==> src/rtl/mips_multicycle_ctrl_pkg.sv <==
// mips_multicycle_ctrl_pkg: opcodes, state codes and datapath select codes shared with the datapath muxes.
// Build option MIPS_CTRL_BNE_EN adds BNE decoding to the controller.
package mips_multicycle_ctrl_pkg;
  typedef enum logic [3:0] {
    S_IDLE   = 4'd0,
    S_FETCH  = 4'd1,
    S_DECODE = 4'd2,
    S_MEMADR = 4'd3,
    S_MEMRD  = 4'd4,
    S_MEMWB  = 4'd5,
    S_MEMWR  = 4'd6,
    S_REXEC  = 4'd7,
    S_RWB    = 4'd8,
    S_BEQ    = 4'd9,
    S_JMP    = 4'd10,
    S_ADDIEX = 4'd11,
    S_ADDIWB = 4'd12
  } state_t;
  localparam logic [5:0] OP_RTYPE = 6'h00;
  localparam logic [5:0] OP_J     = 6'h02;
  localparam logic [5:0] OP_BEQ   = 6'h04;
  localparam logic [5:0] OP_BNE   = 6'h05;
  localparam logic [5:0] OP_ADDI  = 6'h08;
  localparam logic [5:0] OP_LW    = 6'h23;
  localparam logic [5:0] OP_SW    = 6'h2B;
  localparam logic [1:0] ALUB_REGB  = 2'b00;
  localparam logic [1:0] ALUB_FOUR  = 2'b01;
  localparam logic [1:0] ALUB_IMM   = 2'b10;
  localparam logic [1:0] ALUB_IMMSH = 2'b11;
  localparam logic [1:0] ALUOP_ADD   = 2'b00;
  localparam logic [1:0] ALUOP_SUB   = 2'b01;
  localparam logic [1:0] ALUOP_FUNCT = 2'b10;
  localparam logic [1:0] PCSRC_ALU    = 2'b00;
  localparam logic [1:0] PCSRC_ALUOUT = 2'b01;
  localparam logic [1:0] PCSRC_JUMP   = 2'b10;
`ifdef MIPS_CTRL_BNE_EN
  localparam bit BNE_EN = 1'b1;
`else
  localparam bit BNE_EN = 1'b0;
`endif
  typedef struct packed {
    logic       pc_write;
    logic       pc_write_cond;
    logic       iord;
    logic       mem_read;
    logic       mem_write;
    logic       ir_write;
    logic       mem_to_reg;
    logic       reg_dst;
    logic       reg_write;
    logic       alu_src_a;
    logic [1:0] alu_src_b;
    logic [1:0] alu_op;
    logic [1:0] pc_source;
  } ctrl_t;
endpackage

==> src/rtl/mips_ctrl_outdec.sv <==
// mips_ctrl_outdec: combinational state -> datapath control word decoder.
module mips_ctrl_outdec
  import mips_multicycle_ctrl_pkg::*;
(
  input  state_t state_i,
  input  logic   mem_ready_i,
  output ctrl_t  ctrl_o
);
  always_comb begin
    ctrl_o = '0;
    case (state_i)
      S_FETCH: begin
        ctrl_o.mem_read  = 1'b1;
        ctrl_o.alu_src_b = ALUB_FOUR;
        ctrl_o.alu_op    = ALUOP_ADD;
        ctrl_o.pc_source = PCSRC_ALU;
        ctrl_o.ir_write  = mem_ready_i;
        ctrl_o.pc_write  = mem_ready_i;
      end
      S_DECODE: ctrl_o.alu_src_b = ALUB_IMMSH;
      S_MEMADR, S_ADDIEX: begin
        ctrl_o.alu_src_a = 1'b1;
        ctrl_o.alu_src_b = ALUB_IMM;
      end
      S_MEMRD: begin
        ctrl_o.mem_read = 1'b1;
        ctrl_o.iord     = 1'b1;
      end
      S_MEMWB: begin
        ctrl_o.reg_write  = 1'b1;
        ctrl_o.mem_to_reg = 1'b1;
      end
      S_MEMWR: begin
        ctrl_o.mem_write = 1'b1;
        ctrl_o.iord      = 1'b1;
      end
      S_REXEC: begin
        ctrl_o.alu_src_a = 1'b1;
        ctrl_o.alu_src_b = ALUB_REGB;
        ctrl_o.alu_op    = ALUOP_FUNCT;
      end
      S_RWB: begin
        ctrl_o.reg_write = 1'b1;
        ctrl_o.reg_dst   = 1'b1;
      end
      S_BEQ: begin
        ctrl_o.alu_src_a     = 1'b1;
        ctrl_o.alu_op        = ALUOP_SUB;
        ctrl_o.pc_write_cond = 1'b1;
        ctrl_o.pc_source     = PCSRC_ALUOUT;
      end
      S_JMP: begin
        ctrl_o.pc_write  = 1'b1;
        ctrl_o.pc_source = PCSRC_JUMP;
      end
      S_ADDIWB: ctrl_o.reg_write = 1'b1;
      default: ;
    endcase
  end
endmodule

==> src/rtl/mips_multicycle_ctrl.sv <==
// mips_multicycle_ctrl: main control FSM of the multicycle MIPS core (state register + next-state logic).
// Define MIPS_CTRL_BNE_EN to decode BNE through the BEQ state with branch_ne raised.
module mips_multicycle_ctrl
  import mips_multicycle_ctrl_pkg::*;
#(
  parameter int OPW = 6,
  parameter int FNW = 6
) (
  input  logic           clk,
  input  logic           rst,
  input  logic [OPW-1:0] opcode,
  input  logic           mem_ready,
  input  logic           zero,
  output logic           pc_write,
  output logic           pc_write_cond,
  output logic           branch_ne,
  output logic           iord,
  output logic           mem_read,
  output logic           mem_write,
  output logic           ir_write,
  output logic           mem_to_reg,
  output logic           reg_dst,
  output logic           reg_write,
  output logic           alu_src_a,
  output logic [1:0]     alu_src_b,
  output logic [1:0]     alu_op,
  output logic [1:0]     pc_source,
  output logic           illegal_op,
  output logic [3:0]     state_o
);
  typedef logic [FNW-1:0] funct_t;
  state_t state_q, state_d;
  ctrl_t  ctrl;
  logic   unused_zero;
  assign unused_zero = zero;
  always_ff @(posedge clk or posedge rst)
    if (rst) state_q <= S_IDLE;
    else state_q <= state_d;
  always_comb begin
    state_d    = S_FETCH;
    illegal_op = 1'b0;
    case (state_q)
      S_FETCH: state_d = mem_ready ? S_DECODE : S_FETCH;
      S_DECODE:
        case (opcode)
          OP_LW, OP_SW: state_d = S_MEMADR;
          OP_RTYPE:     state_d = S_REXEC;
          OP_BEQ:       state_d = S_BEQ;
          OP_BNE: begin
            state_d    = BNE_EN ? S_BEQ : S_FETCH;
            illegal_op = !BNE_EN;
          end
          OP_J:         state_d = S_JMP;
          OP_ADDI:      state_d = S_ADDIEX;
          default:      illegal_op = 1'b1;
        endcase
      S_MEMADR: state_d = (opcode == OP_LW) ? S_MEMRD : S_MEMWR;
      S_MEMRD:  state_d = mem_ready ? S_MEMWB : S_MEMRD;
      S_MEMWR:  state_d = mem_ready ? S_FETCH : S_MEMWR;
      S_REXEC:  state_d = S_RWB;
      S_ADDIEX: state_d = S_ADDIWB;
      default:  state_d = S_FETCH;
    endcase
  end
`ifdef MIPS_CTRL_BNE_EN
  // the branch sense is captured at decode so the IR need not be re-examined in BEQ
  logic bne_q;
  always_ff @(posedge clk or posedge rst)
    if (rst) bne_q <= 1'b0;
    else if (state_q == S_DECODE) bne_q <= (opcode == OP_BNE);
  assign branch_ne = (state_q == S_BEQ) && bne_q;
`else
  assign branch_ne = 1'b0;
`endif
  mips_ctrl_outdec u_outdec (
    .state_i     (state_q),
    .mem_ready_i (mem_ready),
    .ctrl_o      (ctrl)
  );
  assign pc_write      = ctrl.pc_write;
  assign pc_write_cond = ctrl.pc_write_cond;
  assign iord          = ctrl.iord;
  assign mem_read      = ctrl.mem_read;
  assign mem_write     = ctrl.mem_write;
  assign ir_write      = ctrl.ir_write;
  assign mem_to_reg    = ctrl.mem_to_reg;
  assign reg_dst       = ctrl.reg_dst;
  assign reg_write     = ctrl.reg_write;
  assign alu_src_a     = ctrl.alu_src_a;
  assign alu_src_b     = ctrl.alu_src_b;
  assign alu_op        = ctrl.alu_op;
  assign pc_source     = ctrl.pc_source;
  assign state_o       = state_q;
endmodule

==> config.mk <==
export PLATFORM = sky130hd
export DESIGN_NAME = mips_multicycle_ctrl
export DESIGN_NICKNAME = d
export VERILOG_FILES = /design/src/rtl/mips_multicycle_ctrl_pkg.sv /design/src/rtl/mips_ctrl_outdec.sv /design/src/rtl/mips_multicycle_ctrl.sv
export SDC_FILE = /design/constraint.sdc
export NUM_CORES = 1
export LEC_CHECK = 0
export CAP_MARGIN = 20
export CORE_MARGIN = 1.5
export CORE_UTILIZATION = 32
export CTS_CLUSTER_DIAMETER = 200
export DETAILED_ROUTE_END_ITERATION = 8
export GPL_ROUTABILITY_DRIVEN = 0
export PLACE_DENSITY = 0.81
export SETUP_SLACK_MARGIN = 0.05
export SYNTH_ARGS = -nofsm -noshare
export SYNTH_HDL_FRONTEND = slang
export SYNTH_SLANG_ARGS = --single-unit
==> constraint.sdc <==
create_clock -name clk -period 1.3 [get_ports clk]
set_input_delay 0.195 -clock clk [delete_from_list [all_inputs] [get_ports clk]]
set_output_delay 0.195 -clock clk [all_outputs]
set_load 0.02 [all_outputs]
==> results of run 1 <==
## what timing repair did
item | in CTS
endpoints found under the setup margin | 25
pin swaps | 12
setup buffers | 8
resized for setup | 138
gates cloned | 1
## synthesized netlist by cell type
master and instances:
nor2_1 10, buf_2 5, nor3_1 5, dfrtp_1 4, nand2_1 4, nand2b_1 4, a21oi_1 3, buf_4 3
o21ai_1 3, and3_1 2, nand3b_1 2, nor2b_1 2, nor3b_1 2, o21ai_0 2, a2111o_1 1, a211o_1 1
a211oi_1 1, a21boi_1 1, a21o_1 1, a2bb2oi_1 1, conb_1 1, inv_1 1, nand2b_4 1, nand3_1 1
nor4_1 1, nor4b_1 1, nor4bb_1 1, o211ai_1 1, o221ai_1 1, o22a_1 1, o311a_1 1, o311ai_2 1
or3_4 1, xnor2_1 1, xor2_1 1
## cells by family after synthesis
| logic type | count (synthesis) | share of synthesized area (%) |
|---|---|---|
| DFF | 4 | 19.0 |
| and+or+nand+nor | 37 | 40.3 |
| xor gates and xnor gates | 2 | 3.32 |
| buffers and inverters | 9 | 9.71 |
| AOI/OAI and AO/OA | 19 | 27.0 |
| other | 1 | 0.710 |
## stage by stage
stage	instances	utilization [%]	setup TNS, ns
after floorplan	72	-	-0.174
after global placement	135	75.1	-8.13
after detailed placement	135	75.1	-8.72
after CTS	147	91.9	-3.71
==> results.md, run 1 <==
- The run stopped with a tool error.
- The die height is 43.6 um.
- The first error in the log reads "[ERROR DPL-0038] Utilization greater than 100%, impossible to legalize".
- The top-level port count is 32.
- Before CTS, the worst setup slack after placement is -0.803 ns.
- The tree built by TritonCTS fans out to 4 sinks.
- The instance area after placement is ~1100 sq um.
- The number of instances in the synthesized netlist is 72.
- Once detailed placement completed, the half-perimeter wirelength came to 1550 um.
- The type of pin the worst path ends at is a primary output.
- Entering global routing, the biggest net connects 13 pins.
- The cell taking the most area after synthesis is dfrtp_1.
- The pin ending the worst setup path after global-route repair is illegal_op.
- The chip width is roughly 44 um.
- Of the post-synthesis cell area, the dominant cell type holds between 10% and 20%.
- In this run, post-CTS hold repair placed 0 buffers.
- The portion of the post-synthesis area used by sequential elements is 19.0%.
- The initial core utilization is between 30% and 40%.
- The cell area after synthesis is approximately 530 sq um.
- For this run, the number of Yosys warnings is 0.
- Ranked by total cell area, the synthesized netlist is headed by dfrtp_1 (19%), nor2_1 (7.1%), buf_2 (4.7%).
- The cell row count is 14.
- The number of distinct library cells after synthesis is 35.
- CTS built an H-tree with a depth of 1.
- The CTS root buffer is clkbuf_4.
- In this run, synthesis produced a sequential element count of 4.
- In this run the tool buffered the top-level ports with 29 buffer cells.
- The flow stopped in 5_1_grt.
- The average size of a mapped cell is between 7 and 8 sq um.
- Buffers inserted during clock tree synthesis total 3.
- The total nets after synthesis is 82.
- The buffer depth of the longest clock path is 2.
==> inputs of run 2 (changes only) <==
--- a/config.mk
+++ b/config.mk
@@ -6,13 +6,11 @@
 export NUM_CORES = 1
 export LEC_CHECK = 0
 export CAP_MARGIN = 20
-export CORE_MARGIN = 1.5
-export CORE_UTILIZATION = 32
-export CTS_CLUSTER_DIAMETER = 200
+export CORE_AREA = 2 2 63 65
 export DETAILED_ROUTE_END_ITERATION = 8
+export DIE_AREA = 0 0 65 67
 export GPL_ROUTABILITY_DRIVEN = 0
-export PLACE_DENSITY = 0.81
-export SETUP_SLACK_MARGIN = 0.05
+export PLACE_DENSITY_LB_ADDON = 0.15
 export SYNTH_ARGS = -nofsm -noshare
 export SYNTH_HDL_FRONTEND = slang
 export SYNTH_SLANG_ARGS = --single-unit
==> constraint.sdc (replaced) <==
create_clock -name clk -period 1.7 [get_ports clk]
set_input_delay 0.255 -clock clk [delete_from_list [all_inputs] [get_ports clk]]
set_output_delay 0.255 -clock clk [all_outputs]
set_load 0.02 [all_outputs]
==> run 2 against run 1 <==
Net effect: the run now ends clean; area after synthesis unchanged; synthesized cell count did not move.
==> results.md, run 2 <==
- The run finished with clean final reports.
- After synthesis the netlist holds a flip-flop and latch count of 4.
- Detailed placement finished with a half-perimeter wire length of between 1000 and 1500 um.
- The biggest fanout along the worst timing path is 4.
- Across the routed clock network, the largest skew measured is around 0.0029 ns.
- At the placement stage, the worst setup path has a slack of -0.489 ns.
- The portion of the post-synthesis area used by sequential elements is 19.0%.
- The prevailing post-synth register cell is dfrtp_1.
- The placeable core region is about 3600 sq um.
- The library cells used most frequently in the layout, excluding fill and tap cells, are buf_4 (25), nor2_1 (8), clkdlybuf4s50_1 (8), clkbuf_2 (8), buf_2 (7).
- The instance area after placement is roughly 1000 sq um.
- TritonCTS built the clock tree.
- Of the total power, the clock network draws between 10 and 15%.
- The number of distinct library cells after synthesis is 35.
- By count the netlist is led by nor2_1 (10), buf_2 (5), nor3_1 (5).
- The worst setup path is launched from a primary input.
- The number of antenna repair diodes is 0.
- The cell row count is 22.
- The switching share of power is a little under half.
- The maximum ir drop on the vdd rail is 0.277 mV.
- The static power due to leakage is 0.485 nW.
- Dividing the detail-routed wire length by the instance count gives 10.7 um.
- The floorplan step set the die width to 65 um.
- The final antenna-violating net count is 0.
- Buffers inserted during clock tree synthesis total 3.
- STA puts the critical path data required time at 1.44 ns.
- For this run the aggregate overflow at the end of global routing stands at 0.
- During synthesis, Yosys emitted a total of 0 warnings.
- The flip-flop count of the largest register after layout is 4.
- The total nets after synthesis is a little over 80.
- The die outline area is roughly 4400 sq um.
- The biggest cell delay along the critical path is about 0.45 ns.
- The final non-filler cell total is roughly 170.
- The tree built by TritonCTS fans out to 4 sinks.
- The DRC violation total after the first TritonRoute iteration is 17.
- At the end of the flow, the number of nets in the layout was approximately 130.
- For this run, the share of the core covered by cells in the final layout is 28.2%.
- In the routed design, unresolved DRC markers number 0.
- The power density normalized to cell area is ~1500 nW/um^2.
- The length of the first detailed-routing pass in iterations is 4.
- After clock tree synthesis, the clock-pin slew on the worst setup and hold paths is roughly 0.03 ns.
- The endpoint kind of the worst setup timing path is an output port.
- The overall track demand over capacity in global routing is roughly 8.5%.
- The top cell type's share of synthesized area is a little under a fifth.
- The maximum clock frequency is around 0.6 GHz.
- The placed cell count is approximately 170.
- Adding up every negative setup slack in the final design gives 0 ns.
- Setup violations remaining at the end of the flow were counted as 0.
- The total power after layout is 1.52 mW.
- The number of buffers inserted by port buffering is 29.
- The start-to-end type of the worst setup path is primary input to output port.
- The cell area after synthesis is 528 sq um.
- No sink is reached through more buffers than the 2 on the longest clock path.
- The number of hold violations in the final report is 0.
- The latest clock arrival within the worst-skew pair is 0.21 ns.
- The number of flops mapped to enable cells by yosys is 0.
- The total vias in the final route is about 700.
- The minimum clock period after layout is roughly 1.7 ns.
- For this design the total switching power over the nets is between 0.6 and 0.7 mW.
- The max-slew violation total from the final report is 0.
- The proportion of layout cells with a drive suffix above 1 is 44.6%.
- Leaving out fill and tap cells, the most frequent cell in the layout is buf_4.
- Setup repair after global routing could not meet its margin everywhere.
- The wire length after detailed routing is 1810 um.
- Hold repair after CTS inserted 0 buffers.
- The relative contribution of sequential cells to total power is around 10%.
- For the worst setup path, the data arrival time is between 1 and 1.5 ns.
- The number of global-route vias before repair was 642.
- The cell sitting at the root of the clock tree is a clkbuf_8.
- The area added between synthesis and finish is 92.7%.
- The number of instances in the synthesized netlist is 72.
- The first global-routing pass estimated 2920 um of wire.
- The die height is between 60 and 70 um.
- For this run, asynchronously set or reset flops after synthesis account for 100%.
- The kind of path behind the tightest hold check is primary input to async pin.
- The initial antenna violation count came to 0.
- The number of levels the H-tree was split into is 1.
- The ratio of final minimum period to clock period is 99.4%.
- The worst setup margin is 0.0106 ns.
- Hold timing on the final database bottoms out at a slack of ~0.23 ns.
- The internal portion of the total power is around 0.83 mW.
- The most repeated cell in the gate-level netlist after synthesis is nor2_1.
- Entering global routing, the biggest net connects 19 pins.
- The top-level port count is 32.
- The tool flagged a number of max-cap violations equal to 0.
- Summing all non-filler instances in the final layout gives an area of roughly 1000 sq um.
- Ranked by total cell area, the synthesized netlist is headed by dfrtp_1 (19%), nor2_1 (7.1%), buf_2 (4.7%).
- The average size of a mapped cell is between 7 and 8 sq um.
- The cell taking the most area after synthesis is dfrtp_1.
- On the critical path, the stage with the largest delay is an instance of clkdlybuf4s50_1.
- The post-detailed-route via-to-cell ratio is ~4.1.
- The initial core utilization is between 10% and 20%.
- The combinational power share is 76.9%.
- The signal on the critical path passes through clkdlybuf4s50_1 -> nor4_1 -> o21ai_0 -> and3_1 -> buf_2.
run 2: layer usage:
metal / global-route usage [%] / up-vias / routed length (um)
met4: 3.19 / 0 / 0
met5: 0 / - / 0
met1: 10.7 / 305 / 866
li1: - / 357 / -
met3: 1.18 / 0 / 133
met2: 14.7 / 26 / 813
run 2: timing repair:
action | CTS | global route
pin swaps | 1 | 0
buffers inserted | 0 | 1
setup endpoints to repair | 17 | 18
resized for setup | 46 | 30
run 2: path summary, 6_finish.rpt:
check,from,endpoint,slack (ns),depth (start not counted)
setup / recovery,opcode[5],illegal_op,0.01,5
hold / removal,rst,state_o[1],0.23,2
setup reg to reg,state_o[0],state_o[2],0.11,5
hold reg to reg,state_o[3],state_o[1],0.78,4
max in group asynchronous,rst,state_o[3],1.32,2
min in group clk,opcode[0],state_o[2],0.61,4
run 2: final cells by class:
cell class	count	area, sq um
Clock buffer	3	41.3
Fill cell	417	2590
Inverter	1	3.75
Multi-Input combinational cell	59	405
Sequential cell	4	100
Tap cell	48	60.1
Timing Repair Buffer	54	407
run 2: kinds of logic after synthesis:
family	count (synthesis)	share of synthesized area (%)
AOI/OAI and AO/OA	19	27.0
xor gates and xnor gates	2	3.32
buffers and inverters	9	9.71
DFF	4	19.0
other	1	0.710
and+or+nand+nor	37	40.3
run 2: critical path, delay by kind of cell:
family                 cells  cell delay (ns)
and+or+nand+nor            2             0.47
buffers and inverters      2             0.60
AOI/OAI and AO/OA          1             0.11
run 2: power groups by stage:
stage,Combinational [mW],Clock [mW],Sequential (mW)
2_1_floorplan,0.589,0,0.220
3_3_place_gp,1.25,0,0.152
3_5_place_dp,1.24,0,0.152
4_1_cts,1.16,0.201,0.151
5_1_grt,1.27,0.210,0.160
6_report,1.17,0.195,0.156
(Power assumes the default switching activity.)
